## src/rtl/pipelined_adder.sv

```systemverilog
// rtl/pipelined_adder.sv - STAGES-deep chunked ripple adder with valid/ready handshake
// Optional PIPELINED_ADDER_SUB_EN adds io_sub (a - b via ~b and forced carry-in).
module pipelined_adder #(
    parameter int WIDTH  = 8,
    parameter int STAGES = 2
) (
    input  logic             clock,
    input  logic             reset,
    input  logic             io_in_valid,
    output logic             io_in_ready,
    input  logic [WIDTH-1:0] io_a,
    input  logic [WIDTH-1:0] io_b,
    input  logic             io_cin,
`ifdef PIPELINED_ADDER_SUB_EN
    input  logic             io_sub,
`endif
    output logic             io_out_valid,
    input  logic             io_out_ready,
    output logic [WIDTH-1:0] io_sum,
    output logic             io_cout,
    output logic             io_overflow
);
    localparam int CHUNK = WIDTH / STAGES;

    if (WIDTH < 1 || STAGES < 1 || (WIDTH % STAGES) != 0) begin : g_bad_cfg
        $error("pipelined_adder: STAGES must be >= 1 and divide WIDTH");
    end

    // Stage k registers hold the operands it consumed (skew for later chunks),
    // the result bits produced so far, and the carry into stage k+1.
    logic [STAGES-1:0][WIDTH-1:0] a_q, b_q, s_q;
    logic [STAGES-1:0]            c_q, v_q;
    logic                         ovf_q;

    logic [STAGES-1:0][WIDTH-1:0] a_d, b_d, s_in, s_d;
    logic [STAGES-1:0]            c_in, c_d, v_d;
    logic                         ovf_d;

    logic             adv;
    logic [WIDTH-1:0] b0;
    logic             c0;
    logic             c, c_msb;

`ifdef PIPELINED_ADDER_SUB_EN
    assign b0 = io_sub ? ~io_b : io_b;
    assign c0 = io_sub | io_cin;
`else
    assign b0 = io_b;
    assign c0 = io_cin;
`endif

    assign a_d[0]  = io_a;
    assign b_d[0]  = b0;
    assign c_in[0] = c0;
    assign s_in[0] = '0;
    assign v_d[0]  = io_in_valid;

    for (genvar k = 1; k < STAGES; k++) begin : g_skew
        assign a_d[k]  = a_q[k-1];
        assign b_d[k]  = b_q[k-1];
        assign c_in[k] = c_q[k-1];
        assign s_in[k] = s_q[k-1];
        assign v_d[k]  = v_q[k-1];
    end

    always_comb begin
        s_d   = s_in;
        c_d   = '0;
        c     = 1'b0;
        c_msb = 1'b0;
        for (int k = 0; k < STAGES; k++) begin
            c = c_in[k];
            for (int i = 0; i < CHUNK; i++) begin
                c_msb = c;
                s_d[k][k*CHUNK+i] = a_d[k][k*CHUNK+i] ^ b_d[k][k*CHUNK+i] ^ c;
                c = (a_d[k][k*CHUNK+i] & b_d[k][k*CHUNK+i])
                  | (c & (a_d[k][k*CHUNK+i] ^ b_d[k][k*CHUNK+i]));
            end
            c_d[k] = c;
        end
        // After the loop c/c_msb belong to the final chunk: carry out of and into the MSB.
        ovf_d = c_msb ^ c;
    end

    assign adv = !v_q[STAGES-1] | io_out_ready;

    always_ff @(posedge clock or posedge reset) begin
        if (reset) begin
            a_q   <= '0;
            b_q   <= '0;
            s_q   <= '0;
            c_q   <= '0;
            v_q   <= '0;
            ovf_q <= 1'b0;
        end else if (adv) begin
            a_q   <= a_d;
            b_q   <= b_d;
            s_q   <= s_d;
            c_q   <= c_d;
            v_q   <= v_d;
            ovf_q <= ovf_d;
        end
    end

    // Only the not-yet-added chunks of the skew registers are consumed downstream.
    logic unused_skew;
    assign unused_skew = ^{a_q, b_q};

    assign io_in_ready  = adv;
    assign io_out_valid = v_q[STAGES-1];
    assign io_sum       = s_q[STAGES-1];
    assign io_cout      = c_q[STAGES-1];
    assign io_overflow  = ovf_q;
endmodule

```

## config.mk

```make
export PLATFORM = sky130hd
export DESIGN_NAME = pipelined_adder
export DESIGN_NICKNAME = d
export VERILOG_FILES = /design/src/rtl/pipelined_adder.sv
export SDC_FILE = /design/constraint.sdc
export NUM_CORES = 1
export LEC_CHECK = 0
export CORE_MARGIN = 8
export CORE_UTILIZATION = 40
export DETAILED_ROUTE_END_ITERATION = 7
export GPL_TIMING_DRIVEN = 0
export MAX_ROUTING_LAYER = met4
export PLACE_DENSITY = 0.77
export SYNTH_ARGS = -nofsm -noshare
export SYNTH_HDL_FRONTEND = slang
export SYNTH_SLANG_ARGS = --single-unit
```

## constraint.sdc

```tcl
create_clock -name clock -period 2.4 [get_ports clock]
set_clock_uncertainty 0.15 [all_clocks]
set_input_delay 0.48 -clock clock [delete_from_list [all_inputs] [get_ports clock]]
set_output_delay 0.48 -clock clock [all_outputs]
set_load 0.01 [all_outputs]
```

* Word-level counts from Yosys, hierarchy flattened
Cells that the tools add are included.
Storage, ports and cells: register bits 33, output and inout port bits 12, logic and storage cells 50
Cells by class: bitwise operators 42, reductions and logical operators 1
Operators with widths (number):
- $xor A1 B1 Y1 | 17
- $and A1 B1 Y1 | 16
- $or A1 B1 Y1 | 9
- $logic_not A1 Y1 | 1

* Logic depth before layout (Yosys ltp)
Gate-level depths: netlist of run 1.
depth after elaboration 10, gate-level depth with buffers 9

* Worst setup path before layout of run 1
OpenSTA, ideal clock, no wires.
path kind in2reg, start point input port io_a[0], end point register s_q, in the netlist s_d[11], setup time 0.077 ns, arrival 2.049 ns, data required time 2.173 ns, slack 0.123 ns, stages on the path 8, cell sequence fa_1 inv_1 fa_1 inv_1 fa_1 inv_1 fa_1 a21oi_1
On the way: cells in the longest elaborated chain, start to end 8, elaborated cells on any way between the ends 9, those cells by class bitwise: 9
Ends and longest elaborated chain:
- start: declaration | RTL line 11 | input logic [WIDTH-1:0] io_a,
- $xor A1 B1 Y1 | RTL line 77 | | (c & (a_d[k][k*CHUNK+i] ^ b_d[k][k*CHUNK+i]));
- $and A1 B1 Y1 | RTL line 77
- $or A1 B1 Y1 (*) | RTL line 77
- $and A1 B1 Y1 (*) | RTL line 77
- $or A1 B1 Y1 (*) | RTL line 77
- $and A1 B1 Y1 (*) | RTL line 77
- $or A1 B1 Y1 (*) | RTL line 77
- $xor A1 B1 Y1 (*) | RTL line 75 | s_d[k][k*CHUNK+i] = a_d[k][k*CHUNK+i] ^ b_d[k][k*CHUNK+i] ^ c;
- end signal: assignment | RTL line 91 | s_q <= '0;
- end signal: assignment | RTL line 98 | s_q <= s_d;
- end: declaration | RTL line 31 | logic [STAGES-1:0][WIDTH-1:0] a_q, b_q, s_q;
Mark *: on every way between the ends. The rest lies on a longest branch, timed or not. A chain may end at the register's enable or synchronous reset.

* Worst setup path in the final report of run 1
start point register c_q[0], end point register ovf_q, in the netlist io_overflow
On the way: cells in the longest elaborated chain, start to end 9
Ends and longest elaborated chain:
- start: declaration | RTL line 32 | logic [STAGES-1:0] c_q, v_q;
- start signal: assignment | RTL line 92 | c_q <= '0;
- start signal: assignment | RTL line 99 | c_q <= c_d;
- $and A1 B1 Y1 (*) | RTL line 77
- $or A1 B1 Y1 (*) | RTL line 77
- $and A1 B1 Y1 (*) | RTL line 77
- $or A1 B1 Y1 (*) | RTL line 77
- $and A1 B1 Y1 (*) | RTL line 77
- $or A1 B1 Y1 (*) | RTL line 77
- $and A1 B1 Y1 | RTL line 77
- $or A1 B1 Y1 | RTL line 77
- $xor A1 B1 Y1 (*) | RTL line 82 | ovf_d = c_msb ^ c;
- end signal: assignment | RTL line 101 | ovf_q <= ovf_d;
- end: declaration | RTL line 33 | logic ovf_q;
Marks and branches as above.

==> results of run 1 <==
where the power goes:
group | internal [mW] | switching, mW
Combinational | 0.301 | 0.172
Sequential | 0.525 | 0.0659
Clock | 0.0624 | 0.130
Total | 0.888 | 0.368
cell type report:
| class | count | area (um2) | share of cell area |
|---|---|---|---|
| Tap cell | 33 | 41.3 | 0.0255 |
| Buffer | 3 | 42.5 | 0.0262 |
| Multi-Input combinational cell | 40 | 514 | 0.317 |
| Clock inverter | 1 | 5.00 | 0.00309 |
| Inverter | 15 | 56.3 | 0.0347 |
| Clock buffer | 3 | 22.5 | 0.0139 |
| Sequential cell | 25 | 626 | 0.386 |
| Timing Repair Buffer | 32 | 314 | 0.194 |
cell families after synthesis:
group / synth area share
buffers and inverters: 0.0806
and+or+nand+nor: 0.0408
muxes: 0.210
DFF: 0.510
AOI/OAI and AO/OA: 0.0204
xor gates and xnor gates: 0.00714
adders and majority gates: 0.131
stage by stage:
| step | TNS [ns] | worst slack (ns) | total power, mW |
|---|---|---|---|
| floorplan | 0 | 0.123 | 0.842 |
| global placement | -0.923 | -0.367 | 1.06 |
| detailed placement | -1.24 | -0.466 | 1.08 |
| CTS | 0 | 0.0300 | 1.27 |
| global route | 0 | 0.0235 | 1.33 |
| finish | 0 | 0.0890 | 1.26 |
sequential cells by signal, summed over array words and instances (netlist names):
name / count
io_sum: 8
a_d: 4
b_d: 4
s_d: 4
c_q: 2
v_q: 2
io_overflow: 1
final timing paths:
path | from | slack (ns) | depth (start not counted) | to
max | c_q[0] | 0.09 | 9 | io_overflow
min reg2reg | v_q[0] | 0.34 | 1 | v_q[1]
max reg2reg | c_q[0] | 0.09 | 9 | io_overflow
min | v_q[0] | 0.34 | 1 | v_q[1]
max in group asynchronous | reset | 1.02 | 2 | b_d[12]
min in group asynchronous | reset | 0.51 | 2 | io_sum[3]
layer usage:
metal / vias to the layer above / wire length, um / global-route usage
met4: 0 / 19 / 0.0485
met3: 2 / 105 / 0.0181
li1: 337 / - / -
met1: 372 / 1030 / 0.121
met2: 22 / 1270 / 0.169
met5: - / 0 / -
cells in the final DEF, fill, tap and decap left out, drive strengths merged:
cell type      count
nand2b             2
mux2i              1
buf                3
mux2              18
dlygate4sd2        5
nor3b              5
xnor2              1
clkbuf             3
clkinv             1
dfrtp             25
clkdlybuf4s50     27
inv               15
fa                 8
a21oi              5
repair_timing:
action,in CTS,in global routing
pin swaps,2,0
endpoints found under the setup margin,3,1
resized for setup,11,1
==> impl_metrics.json, run 1 <==
{
  "crit_arrival_ns": 2.39,
  "gp_congestion": 0.722,
  "htreeDepth": 1,
  "grt_max_degree": 26,
  "path_buf_inv": 3,
  "hold_slack_ns": 0.340,
  "cts_setup_buffers": 0,
  "ys_ff_latch": 25,
  "worstSetupPathType": "reg -> reg",
  "fmax_mhz": 433,
  "synth_cell_types": 12,
  "crit_required_ns": 2.47,
  "synth-edff-count": 0,
  "leakage_nw": 0.748,
  "synthTopCellsByCount": "25 x dfrtp_1, 15 x inv_1, 12 x mux2_4, 8 x fa_1, 6 x mux2_2",
  "grt_usage": 0.104,
  "synthCells": 83,
  "rsz0062_at_grt": "no",
  "yosysWarningCount": 0,
  "synth.yosys.seq_area_share": 0.510,
  "core_area_um2": 2980,
  "clock_sinks": 25,
  "vias_per_cell": 4.82,
  "fillers": 245,
  "die_y_um": 71.4,
  "syn_to_final_growth_pct": 32.2,
  "cts_root_buf": "clkbuf_4",
  "period_needed_ns": 2.31,
  "cp-end-kind": "register",
  "placed_cells_incl_taps": 148,
  "outcome": "completed",
  "async_flop_share": 1.00,
  "ys.flop_type": "dfrtp_1",
  "irDropWorstVdd_mv": 0.237,
  "drc": 0,
  "worstPathMaxFanout": 2,
  "routed_wl_um": 2430,
  "numCtsBuffers": 3,
  "syn_area_um2": 1230,
  "finalSetupViolCount": 0,
  "vias": 733,
  "synth_top_cell_area_share": 0.510,
  "crit_chain": "inv_1, fa_2, inv_2, fa_2, fa_2, inv_1, fa_2, xnor2_1, mux2_2",
  "cap_violations": 0,
  "initial_core_util": 0.412,
  "die-area_um2": 5090,
  "synth_nets": 112,
  "synthTopCellsByArea": "dfrtp_1 51%, mux2_4 15%, fa_1 13%",
  "clk_latency_ns": 0.32,
  "p_per_area_nw_per_um2": 774,
  "dp_hpwl_um": 1950,
  "ios": 33,
  "antenna_found_initial": 0,
  "drtAntennaViolNets": 0,
  "wire_per_inst_um": 16.0,
  "portBuffers": 32,
  "nets": 149,
  "crit_path_top_delay_cell": "fa_2",
  "start_kind": "register",
  "cp_common_cell": "fa_2",
  "utilization": 0.545,
  "antenna_cells_inserted": 0,
  "finalHoldViolCount": 0,
  "grt_pass1_wl_um": 3960,
  "ctsHoldBuffers": 0,
  "cts_max_path_buffers": 2,
  "hold_path_class": "reg -> reg",
  "yosys.area.top_type": "dfrtp_1",
  "drtIter0Drc": 34,
  "finalCritPeriodShare": 0.963,
  "relSlewSlack": 0.362,
  "fin_cells": 152,
  "clkTransAtPathRegs_ns": 0.14,
  "cts_tree": "built",
  "gr-total-overflow": 0,
  "tightest_slew_ns": 0.955,
  "rows": 20,
  "dpl_cell_area_um2": 1590,
  "die_w_um": 71.4,
  "yosysMostFrequentCell": "dfrtp_1",
  "dr.pass1.iters": 4,
  "slowest_delay_ns": 0.39,
  "path_delay_family": "adder cells",
  "drive_gt1_frac": 0.269,
  "synth_area_per_cell_um2": 14.8,
  "first_global_vias": 802,
  "slew_viol_final": 0,
  "design_area_um2": 1620
}
Note: power is estimated with default switching activity, not from simulation.
==> inputs of run 2 (changes only) <==
--- a/config.mk
+++ b/config.mk
@@ -11,6 +11,7 @@
 export GPL_TIMING_DRIVEN = 0
 export MAX_ROUTING_LAYER = met4
 export PLACE_DENSITY = 0.77
+export RECOVER_POWER = 25
 export SYNTH_ARGS = -nofsm -noshare
 export SYNTH_HDL_FRONTEND = slang
 export SYNTH_SLANG_ARGS = --single-unit
==> run 2 against run 1 <==
Net effect:
- hold slack worse by 0.0027 ns
- non-clock buffer count stayed put
- cell count stayed put
- register-to-register slack hardly changed
- fmax is 0.40% higher
- flip-flop and latch count stayed put
- sequential share of layout area is 1.0 points higher
- routed wire length is 1.3% higher
- via count is 1.1% lower
- sequential power hardly changed
- first-iteration DRC count is 15% higher
==> impl_metrics.json, run 2 (synthesis results as in run 1) <==
{
  "clock_power_share": 0.159,
  "clk_latency_ns": 0.33,
  "min_from": "v_q[0]",
  "critPathLaunch": "c_q[0]",
  "cts_root_buf": "clkbuf_4",
  "irDropWorstVdd_mv": 0.237,
  "p_sw_frac": 0.299,
  "tightest_slew_ns": 0.953,
  "finalHoldViolCount": 0,
  "r2r_start": "c_q[0]",
  "drtAntennaViolNets": 0,
  "antenna_cells_inserted": 0,
  "grt_pass1_wl_um": 3960,
  "cts_tree": "built",
  "antenna_found_initial": 0,
  "p_switching_mw": 0.366,
  "path_delay_family": "adder cells",
  "routed_wl_um": 2460,
  "reg2reg_depth": 9,
  "rsz0062_at_grt": "no",
  "crit_arrival_ns": 2.39,
  "dp_hpwl_um": 1950,
  "worst-r2r-setup-slack_ns": 0.1,
  "wire_per_inst_um": 16.2,
  "finalCritPeriodShare": 0.959,
  "mostFrequentLayoutCell": "clkdlybuf4s50_1",
  "hold_slack_ns": 0.337,
  "worstPathMaxFanout": 2,
  "slowest_delay_ns": 0.39,
  "vias_per_cell": 4.77,
  "grt_max_degree": 26,
  "cts_max_path_buffers": 2,
  "syn_to_final_growth_pct": 28.8,
  "portBuffers": 32,
  "vias": 725,
  "worstSetupPathType": "reg -> reg",
  "pwr-share-seq": 0.481,
  "slew_viol_final": 0,
  "outcome": "completed",
  "htreeDepth": 1,
  "grt_usage": 0.104,
  "nets": 149,
  "gp_congestion": 0.722,
  "gr-total-overflow": 0,
  "crit_required_ns": 2.48,
  "first_global_vias": 802,
  "timing.rr.end": "io_overflow",
  "relSlewSlack": 0.364,
  "finalSetupTns_ns": 0,
  "core_area_um2": 2980,
  "final_cell_mix": "27 x clkdlybuf4s50_1, 25 x dfrtp_1, 13 x inv_1",
  "crit_cells": 9,
  "path_buf_inv": 3,
  "fmax_mhz": 434,
  "dr.pass1.iters": 2,
  "leakage_nw": 0.706,
  "start_kind": "register",
  "rows": 20,
  "crit_path_top_delay_cell": "fa_2",
  "utilization": 0.530,
  "numCtsBuffers": 3,
  "p_per_area_nw_per_um2": 775,
  "clkTransAtPathRegs_ns": 0.15,
  "largest_register_ffs": 8,
  "p_int_mw": 0.858,
  "drive_gt1_frac": 0.202,
  "cp-end-kind": "register",
  "crit_chain": "inv_1, fa_2, inv_2, fa_2, fa_2, inv_1, fa_2, xnor2_1, mux2_2",
  "drc": 0,
  "endpoint": "io_overflow",
  "cap_violations": 0,
  "hold_path_class": "reg -> reg",
  "initial_core_util": 0.412,
  "ios": 33,
  "drtIter0Drc": 39,
  "period_needed_ns": 2.30,
  "cts_setup_buffers": 0,
  "clock_sinks": 25,
  "finalSetupViolCount": 0,
  "cp_common_cell": "fa_2",
  "die_y_um": 71.4,
  "die-area_um2": 5090,
  "die_w_um": 71.4,
  "power.share.combinational": 0.360
}
run 2: cell types whose count changed in the layout (fill, tap and decap cells not counted):
cell / previous run / this run
mux2_1: 0 / 7
mux2_4: 12 / 5
buf_12: 1 / 0
clkbuf_1: 0 / 1
run 2: cell type report:
cell class / count / area (um2)
fill: 251 / 1400
sequential: 25 / 626
multi-input combinational: 40 / 488
timing repair buffer: 32 / 314
inverter: 15 / 56.3
tap: 33 / 41.3
buffer: 3 / 26.3
clock buffer: 3 / 22.5
clock inverter: 1 / 5.00
run 2: per-stage QoR:
step | area (um2) | power, mW | worst slack, ns | std cells
CTS | 1620 | 1.27 | 0.0300 | 152
finish | 1580 | 1.22 | 0.0982 | 152
floorplan | 1230 | 0.842 | 0.123 | 83
global route | 1580 | 1.29 | 0.0235 | 152
global placement | 1590 | 1.06 | -0.367 | 148
detailed placement | 1590 | 1.08 | -0.466 | 148
run 2: how the worst min path moves through the flow:
stage               endpoint  cells past startpoint
floorplan             v_q[1]                      1
global placement      v_q[1]                      1
detailed placement    v_q[1]                      1
CTS                   v_q[1]                      1
global route          v_q[1]                      1
finish                v_q[1]                      1
run 2: what timing repair did:
action / 4_1_cts / 5_1_grt
gates cloned: 0 / 0
setup endpoints to repair: 3 / 1
hold buffers: 0 / 0
pin swaps: 2 / 0
resized for setup: 11 / 1
run 2: worst reg2reg max path, stage by stage, from the launching register on:
cell	delay, ns
dfrtp_1	0.35
inv_1	0.07
fa_2	0.39
inv_2	0.07
fa_2	0.20
fa_2	0.20
inv_1	0.05
fa_2	0.34
xnor2_1	0.13
mux2_2	0.26
run 2: power groups by stage:
stage	logic [mW]	registers [mW]	clock network, mW
6_report	0.441	0.588	0.195
5_1_grt	0.480	0.601	0.212
4_1_cts	0.481	0.592	0.194
3_5_place_dp	0.479	0.601	0
2_1_floorplan	0.225	0.617	0
3_3_place_gp	0.463	0.593	0
run 2: layer usage:
layer / vias to the layer above / share of wire / GRT usage
met1: 366 / 0.44 / 0.121
met3: 4 / 0.035 / 0.0181
met2: 19 / 0.52 / 0.169
met5: - / 0 / -
met4: 0 / 0.011 / 0.0485
li1: 336 / - / -
